**src/rtl/fxp_result_buffer_pkg.sv**
```systemverilog
// rtl/fxp_result_buffer_pkg.sv - shared types, defaults and helper functions for the result buffer
package fxp_result_buffer_pkg;

  localparam int IN_W  = 32;
  localparam int OUT_W = 24;
  localparam int SHIFT = 6;
  localparam int DEPTH = 8;

  typedef logic signed [OUT_W-1:0] outWord_t;

  function automatic longint satMax(int outW);
    return (longint'(1) << (outW - 1)) - 1;
  endfunction

  function automatic longint satMin(int outW);
    return -(longint'(1) << (outW - 1));
  endfunction

  function automatic int levelWidth(int depth);
    return $clog2(depth) + 1;
  endfunction

endpackage

```
**src/rtl/fxp_result_buffer_if.sv**
```systemverilog
// rtl/fxp_result_buffer_if.sv - filter strobe input, narrowed output stream and status
interface fxp_result_buffer_if
  import fxp_result_buffer_pkg::*;
#(
  parameter int IN_W  = fxp_result_buffer_pkg::IN_W,
  parameter int OUT_W = fxp_result_buffer_pkg::OUT_W,
  parameter int DEPTH = fxp_result_buffer_pkg::DEPTH
);
  logic [IN_W-1:0]              in_data;
  logic                         in_valid;
  logic [OUT_W-1:0]             out_data;
  logic                         out_valid;
  logic                         out_ready;
  logic [levelWidth(DEPTH)-1:0] level;
  logic                         sat_flag;
  logic                         overflow;

  modport master (
    output in_data, in_valid, out_ready,
    input  out_data, out_valid, level, sat_flag, overflow
  );

  modport slave (
    input  in_data, in_valid, out_ready,
    output out_data, out_valid, level, sat_flag, overflow
  );
endinterface

```
**src/rtl/fxp_result_buffer_fifo_mem.sv**
```systemverilog
// rtl/fxp_result_buffer_fifo_mem.sv - DEPTH x W register array, one write port, async read
module fxp_fifo_mem #(
  parameter int DEPTH = 8,
  parameter int W     = 24
) (
  input  logic                     clk,
  input  logic                     we,
  input  logic [$clog2(DEPTH)-1:0] waddr,
  input  logic [W-1:0]             wdata,
  input  logic [$clog2(DEPTH)-1:0] raddr,
  output logic [W-1:0]             rdata
);
  logic [W-1:0] mem [DEPTH];

  always_ff @(posedge clk) begin
    if (we) mem[waddr] <= wdata;
  end

  assign rdata = mem[raddr];
endmodule

```
**src/rtl/fxp_result_buffer.sv**
```systemverilog
// rtl/fxp_result_buffer.sv - narrow (shift+saturate) filter results and queue them on a valid/ready stream
// Optional build macro RESULT_ROUND_EN: round-half-up before the shift instead of floor.
module fxp_result_buffer
  import fxp_result_buffer_pkg::*;
#(
  parameter int IN_W  = fxp_result_buffer_pkg::IN_W,
  parameter int OUT_W = fxp_result_buffer_pkg::OUT_W,
  parameter int SHIFT = fxp_result_buffer_pkg::SHIFT,
  parameter int DEPTH = fxp_result_buffer_pkg::DEPTH
) (
  input logic clk,
  input logic rst,
  fxp_result_buffer_if.slave bus
);
  localparam int LW = levelWidth(DEPTH);
  localparam int PW = $clog2(DEPTH);
  localparam logic signed [IN_W:0] MAX_V = (IN_W+1)'(satMax(OUT_W));
  localparam logic signed [IN_W:0] MIN_V = (IN_W+1)'(satMin(OUT_W));
`ifdef RESULT_ROUND_EN
  localparam logic signed [IN_W:0] BIAS = (IN_W+1)'((longint'(1) << SHIFT) >> 1);
`endif

  logic signed [IN_W:0] extIn, biased, shifted;
  logic                 sat;
  logic [OUT_W-1:0]     narrow;

  logic                 stgValid;
  logic [OUT_W-1:0]     stgWord;
  logic [PW-1:0]        wrPtr, rdPtr, rdNext;
  logic [LW-1:0]        levelQ, levelNext;
  logic                 push, pop;
  logic [OUT_W-1:0]     memRdata, headNext, outDataQ;
  logic                 outValidQ, satFlagQ, overflowQ;

  // One extra bit of headroom so rounding and the saturation compare never wrap.
  always_comb begin
    extIn = {bus.in_data[IN_W-1], bus.in_data};
`ifdef RESULT_ROUND_EN
    biased = extIn + BIAS;
`else
    biased = extIn;
`endif
    shifted = biased >>> SHIFT;
    sat     = 1'b0;
    narrow  = shifted[OUT_W-1:0];
    if (shifted > MAX_V) begin
      sat    = 1'b1;
      narrow = MAX_V[OUT_W-1:0];
    end else if (shifted < MIN_V) begin
      sat    = 1'b1;
      narrow = MIN_V[OUT_W-1:0];
    end
  end

  assign pop  = outValidQ && bus.out_ready;
  assign push = stgValid && ((levelQ != LW'(DEPTH)) || pop);

  always_comb begin
    rdNext    = pop ? rdPtr + PW'(1) : rdPtr;
    levelNext = levelQ;
    if (push && !pop) levelNext = levelQ + LW'(1);
    if (pop && !push) levelNext = levelQ - LW'(1);
    // A word written into the slot that becomes the head bypasses the array.
    headNext  = (push && (wrPtr == rdNext)) ? stgWord : memRdata;
  end

  fxp_fifo_mem #(.DEPTH(DEPTH), .W(OUT_W)) u_mem (
    .clk   (clk),
    .we    (push),
    .waddr (wrPtr),
    .wdata (stgWord),
    .raddr (rdNext),
    .rdata (memRdata)
  );

  always_ff @(posedge clk) begin
    if (!rst) begin
      stgValid  <= 1'b0;
      stgWord   <= '0;
      wrPtr     <= '0;
      rdPtr     <= '0;
      levelQ    <= '0;
      outDataQ  <= '0;
      outValidQ <= 1'b0;
      satFlagQ  <= 1'b0;
      overflowQ <= 1'b0;
    end else begin
      stgValid <= bus.in_valid;
      if (bus.in_valid) begin
        stgWord <= narrow;
        if (sat) satFlagQ <= 1'b1;
      end
      if (stgValid && !push) overflowQ <= 1'b1;
      if (push) wrPtr <= wrPtr + PW'(1);
      rdPtr     <= rdNext;
      levelQ    <= levelNext;
      outValidQ <= (levelNext != '0);
      if (levelNext != '0) outDataQ <= headNext;
    end
  end

  assign bus.out_data  = outDataQ;
  assign bus.out_valid = outValidQ;
  assign bus.level     = levelQ;
  assign bus.sat_flag  = satFlagQ;
  assign bus.overflow  = overflowQ;
endmodule

```
**src/flat_wrapper.sv**
```systemverilog
// flat-port wrapper written by rule: the top's interface ports become plain ports
module fxp_result_buffer_flat import fxp_result_buffer_pkg::*;
#(
  parameter int IN_W  = fxp_result_buffer_pkg::IN_W,
  parameter int OUT_W = fxp_result_buffer_pkg::OUT_W,
  parameter int SHIFT = fxp_result_buffer_pkg::SHIFT,
  parameter int DEPTH = fxp_result_buffer_pkg::DEPTH
)
  (clk, rst, bus_in_data, bus_in_valid, bus_out_ready, bus_out_data, bus_out_valid, bus_level, bus_sat_flag, bus_overflow);
  fxp_result_buffer_if #(.IN_W(IN_W), .OUT_W(OUT_W), .DEPTH(DEPTH)) bus_i ();
  input logic clk;
  input logic rst;
  input wire logic [$bits(bus_i.in_data)-1:0] bus_in_data;
  input wire logic [$bits(bus_i.in_valid)-1:0] bus_in_valid;
  input wire logic [$bits(bus_i.out_ready)-1:0] bus_out_ready;
  output wire logic [$bits(bus_i.out_data)-1:0] bus_out_data;
  output wire logic [$bits(bus_i.out_valid)-1:0] bus_out_valid;
  output wire logic [$bits(bus_i.level)-1:0] bus_level;
  output wire logic [$bits(bus_i.sat_flag)-1:0] bus_sat_flag;
  output wire logic [$bits(bus_i.overflow)-1:0] bus_overflow;
  assign bus_i.in_data = bus_in_data;
  assign bus_i.in_valid = bus_in_valid;
  assign bus_i.out_ready = bus_out_ready;
  assign bus_out_data = bus_i.out_data;
  assign bus_out_valid = bus_i.out_valid;
  assign bus_level = bus_i.level;
  assign bus_sat_flag = bus_i.sat_flag;
  assign bus_overflow = bus_i.overflow;
  fxp_result_buffer #(.IN_W(IN_W), .OUT_W(OUT_W), .SHIFT(SHIFT), .DEPTH(DEPTH)) u_core (.clk(clk), .rst(rst), .bus(bus_i));
endmodule
```
**config.mk**
```make
export PLATFORM = sky130hd
export DESIGN_NAME = fxp_result_buffer_flat
export DESIGN_NICKNAME = d
export VERILOG_FILES = /design/src/rtl/fxp_result_buffer_pkg.sv /design/src/rtl/fxp_result_buffer_if.sv /design/src/rtl/fxp_result_buffer_fifo_mem.sv /design/src/rtl/fxp_result_buffer.sv /design/src/flat_wrapper.sv
export SDC_FILE = /design/constraint.sdc
export NUM_CORES = 1
export LEC_CHECK = 0
export BUFFER_PORTS_ARGS = -buffer_cell sky130_fd_sc_hd__buf_2
export CORE_MARGIN = 10
export CORE_UTILIZATION = 40
export CTS_BUF_LIST = sky130_fd_sc_hd__clkbuf_4 sky130_fd_sc_hd__clkbuf_8
export DETAILED_ROUTE_END_ITERATION = 7
export PLACE_DENSITY = 0.62
export SKIP_LAST_GASP = 1
export SYNTH_ARGS = -nofsm -noshare
export SYNTH_HDL_FRONTEND = slang
export SYNTH_SLANG_ARGS = --single-unit
export TNS_END_PERCENT = 30
```
**constraint.sdc**
```tcl
create_clock -name clk -period 5.2 [get_ports clk]
set_clock_uncertainty 0.05 [all_clocks]
set_input_delay 0.78 -clock clk [delete_from_list [all_inputs] [get_ports clk]]
set_output_delay 0.78 -clock clk [all_outputs]
set_load 0.03 [all_outputs]
```
---- Yosys cells after proc, flatten, opt, wreduce, memory -nomap -nowiden ----
Memory sizes are Yosys's and may differ from the RTL's. A register that Yosys moved wholly into a read port is not among the register bits.
Index checks and enable logic that the tools add are counted.
word-level totals
  register bits ........................... 38
  word-level logic and storage cells ...... 36
  input bits .............................. 36
  memory bits (writable) .................. 192
  memories ................................ 1
cells by class
  equality and inequality tests ........... 1
  mux-type cells .......................... 9
  reduce and logical (&&, ||, !) cells .... 11
  order comparisons ....................... 2
  $add $sub $neg .......................... 4
memories
  name              words  bits a word  rd ports  clocked after Yosys merged registers in  wr ports  RTL line                          RTL
  u_core.u_mem.mem  8      24           1         1                                        1         fxp_result_buffer_fifo_mem.sv:13  logic [W-1:0] mem [DEPTH];
operators with widths
  operator                                                                         number
  24-bit two-way mux                                                               2
  26-bit by 24-bit > comparator with 1-bit output (second input constant)          1
  26-bit by 24-bit less-than comparator with 1-bit output (second input constant)  1
  4-bit two-way mux                                                                2
  3-bit by 1-bit adder with 3-bit output (second input constant)                   2
  1-bit logical AND                                                                5
  4-bit by 1-bit adder with 4-bit output (second input constant)                   1
  1-bit two-way mux                                                                4
  4-bit != test (second input constant)                                            1
  4-bit nonzero test                                                               1
  4-bit by 1-bit subtractor with 4-bit output (second input constant)              1
  1-bit logical NOT                                                                3
  3-bit two-way mux                                                                1
  2-bit AND reduction                                                              1
  1-bit logical OR                                                                 1

---- Depth between registers and ports, before layout ----
  word-level depth ........................ 7
  gate-level depth with buffers ........... 10
  mapped depth without buffers ............ 8

---- By module ----
From an unflattened synthesis, not the netlist that was laid out.
second synthesis, totals
  cell total of the unflattened synthesis .. 637
  area total of the unflattened synthesis .. 10,566.4 sq um
by module, submodules not included
  module             instances  area each (sq um)  cells an instance
  fxp_fifo_mem       1          7,317.0            290
  fxp_result_buffer  1          3,249.4            347

---- Worst setup path after synthesis ----
No wires, ideal clock.
  kind .................................... register to register
  start ................................... register u_core.levelQ[0], in the netlist u_core.bus.level[0]
  end ..................................... memory u_core.u_mem.mem[0][0], enable pin
  library setup time ...................... 0.435 ns
  cell stages (with the launch flop) ...... 7
  data required time ...................... 4.715 ns
  arrival ................................. 3.366 ns
  slack ................................... 1.349 ns
  cells stage by stage .................... dfxtp_1 > inv_1 > ha_1 > and3b_1 > a21boi_0 > nand2b_1 > nor3_1
between the ends
  word-level cells in the longest chain between the ends .. 5
RTL lines
  item                                     RTL line                          RTL
  start: declaration                       fxp_result_buffer.sv:30           logic [LW-1:0] levelQ, levelNext;
  start signal: assignment                 fxp_result_buffer.sv:96           levelQ <= levelNext;
  4-bit != test                            fxp_result_buffer.sv:56           assign push = stgValid && ((levelQ != LW'(DEPTH)) || pop);
  1-bit logical OR                         fxp_result_buffer.sv:56
  1-bit logical AND                        fxp_result_buffer.sv:56
  1-bit two-way mux                        fxp_result_buffer_fifo_mem.sv:16  if (we) mem[waddr] <= wdata;
  1-bit two-way mux (implied by the code)  fxp_result_buffer_fifo_mem.sv:16
  end: declaration                         fxp_result_buffer_fifo_mem.sv:13
Every way passes these cells.

---- Worst setup path in the final report ----
  start ................................... register u_core.levelQ[1], in the netlist u_core.bus.level[1]
  end ..................................... register u_core.outDataQ[9], in the netlist u_core.bus.out_data[9] (read register of u_core.u_mem.mem)
between the ends
  word-level cells in the longest chain between the ends .. 7
  elaborated cells on any way between the ends .. 11
RTL lines
  item                                                                            RTL line                 RTL
  branches (longest 5 deep; another with 4-bit by 1-bit adder with 4-bit output)  --
  4-bit two-way mux *                                                             fxp_result_buffer.sv:62  if (pop && !push) levelNext = levelQ - LW'(1);
  4-bit nonzero test *                                                            fxp_result_buffer.sv:98  if (levelNext != '0) outDataQ <= headNext;
  end: declaration                                                                fxp_result_buffer.sv:32  logic [OUT_W-1:0] memRdata, headNext, outDataQ;
Mark *: on every way between the ends.
A chain may end at the register's enable or synchronous reset.

==> run metrics <==
setup slack after layout=1.87 ns; Clock Latency Late Sink=0.54 ns; max-slew violation count=0; syn_nets=889; Post-synth top flop=edfxtp_1; Total Die Area=0.0320 mm2; WL/cell=19.5 um; syn avg cell area=11.9 um2; HP Class=flip-flop to flip-flop; I/O pins=67; placer congestion estimate=0.761; width of the die=approximately 180 um; Yosys warning count=0; DRC errors left=0; Clock Sink Count=roughly 250; Crit-path slowest cell=nand3_2; FF+latch count, synth=254; Final Setup Violations=0; synthesized cell area=0.0101 mm2; share of cells above drive strength 1=0.178; EDFF count, synth=192; Setup TNS=0 ns; final hold viol count=0; Congestion Overflow GR=0; crit-path max cell delay=roughly 0.79 ns; fmax=300 MHz; Logic pwr share=0.228; vias in the first global route=6714; Critical Path Start Type=flip-flop; initial antenna violation count=0; ys async rst share=0; GRT Resource Usage Total=0.154; Mapped Cells=849; drt first pass iters=5; max cap viols=0; most frequent cells in the layout=edfxtp_1, nand2_1, dfxtp_1, buf_2, a31oi_1; peak supply drop=~280 uV; CTS tree=yes; Initial DRC Count=approximately 460; CTS Buffer Depth=3; Die Y=179 um; PD cells=around 460 mW/mm2; clock transition at the registers of the reported paths=0.06 ns; Area contributors post-synth=edfxtp_1, dfxtp_1, nand2_1; Inserted Diodes=0; worst-path maximum fanout=47; main combinational cell family by area after synthesis=simple AND/OR/NAND/NOR gates; Layout fillers=2294; routed vias=6835; Clock power frac=0.314; area grow syn2layout=14.6%; Crit Path Class=flip-flop to flip-flop; Post-CTS Hold Fix Bufs=0; headroom to the max-slew limit=0.186; # port buffers=60; Vias/cell=5.36; crit path DAT=3.66 ns; leakage=4.12 nW; dpl hpwl=13900 um; Switching Power=roughly 1.7 mW; share of the synthesized area in the top cell type=0.571; unrepaired setup endpoints after global routing=false; adder-cell share of the synthesized area=0.00496; setup bufs post-CTS=0; register area share after synthesis=0.694; compound-gate portion of the synthesized area=0.105; fin nets=954; cell family with most CP delay=simple AND/OR/NAND/NOR gates; Simple-Gate Fraction of Synth Area=0.160; Final ANT Viol Nets=0; count of different cell masters after synthesis=42; pin count of the biggest net entering global routing=80; CTS H-tree depth=2; TritonCTS buffer count=41; core area=~0.025 mm2; outcome=finished, final reports clean; leading cell type in the layout, fill and taps excluded=edfxtp_1; WP data required=5.53 ns; Buf/Inv on CP=1; # rows=58; clk root buf=clkbuf_8; Starting Density=0.403; period utilization=0.641; min cycle time layout=3.33 ns; Pint=3.62 mW; first-pass GRT wire length=around 38000 um; Layout Utilization=0.462; post_cts resized=0; multiplexer share of the synthesized area=0.00198; final wirelength=24900 um; crit end category=flip-flop; worst-margin pin slew=between 1 and 1.5 ns; sequential power share=0.458; Synth area leader=edfxtp_1; Synth Area in XOR/XNOR=0.00607; critical path cell sequence=inv_1 -> ha_1 -> and3b_1 -> or4_4 -> a31oi_4 -> nand3_2 -> o21ai_0 -> a31oi_1; Sw Share=0.321; Placement Setup Slack=1.71 ns
[synth_stat cells (all sizes together), types with 6 or more instances]
| cell type | number |
|---|---|
| a211oi | 25 |
| a21oi | 30 |
| a31oi | 52 |
| and3 | 26 |
| buf | 22 |
| clkbuf | 36 |
| dfxtp | 62 |
| edfxtp | 192 |
| nand2 | 184 |
| nand2b | 26 |
| nand3 | 51 |
| nand4 | 24 |
| nor2 | 21 |
| o21ai | 50 |
| xor2 | 6 |
[tightest hold or removal path, cell delays in order (launching register included)]
cell and delay, ns:
dfxtp_1 0.32, a21oi_1 0.04, nor2_1 0.07
[flip-flops by register name (all words and copies together) (netlist names)]
signal / count
u_core.wrPtr: 3
u_core.bus.sat_flag: 1
u_core.rdPtr: 3
u_core.bus.level: 4
u_core.bus.out_valid: 1
u_core.stgValid: 1
u_core.stgWord: 24
u_core.u_mem.mem: 192
u_core.bus.overflow: 1
u_core.bus.out_data: 24
[power by group through the flow]
stage | combinational [mW] | clock, mW | sequential (mW)
2_1_floorplan | 0.691 | 0 | 2.67
3_3_place_gp | 1.22 | 0 | 2.48
3_5_place_dp | 1.23 | 0 | 2.48
4_1_cts | 1.23 | 1.71 | 2.44
5_1_grt | 1.34 | 1.80 | 2.46
6_report | 1.21 | 1.68 | 2.44
[layout make-up]
type | instances | area [um2] | share of cell area
Tap cell | 330 | 413 | 0.0357
Clock buffer | 66 | 771 | 0.0667
Multi-Input combinational cell | 534 | 2860 | 0.248
Clock inverter | 8 | 35.0 | 0.00303
Timing Repair Buffer | 80 | 463 | 0.0400
Inverter | 3 | 11.3 | 0.000974
Sequential cell | 254 | 7010 | 0.606
[cells by family (layout without fill, tap and decap cells)]
family,count (synthesis),in the layout
and+or+nand+nor,347,347
xor gates and xnor gates,7,7
AOI/OAI and AO/OA,174,174
buffers and inverters,61,157
DFF,254,254
adders and majority gates,4,4
muxes,2,2
[per-stage QoR]
step	area, um2	instances	total power [mW]	hold slack, ns
after global placement	10800	1201	3.70	0.407
after global routing	11600	1275	5.60	0.476
final	11600	1275	5.33	0.423
after detailed placement	10800	1201	3.72	0.411
after floorplan	10100	849	3.36	0.435
after CTS	11600	1275	5.39	0.436
[worst paths after layout]
kind	endpoint	slack (ns)	cells past startpoint	from
max	u_core.bus.out_data[9]	1.87	8	u_core.bus.level[1]
min	u_core.bus.overflow	0.42	2	u_core.bus.overflow
min reg2reg	u_core.bus.overflow	0.42	2	u_core.bus.overflow
max reg2reg	u_core.bus.out_data[9]	1.87	8	u_core.bus.level[1]
[metal layers]
layer	routed length, um	global-route usage
met4	417	0.0468
met3	1430	0.0318
met1	11000	0.196
met5	0	0
met2	12100	0.258
(Power assumes the default switching activity.)
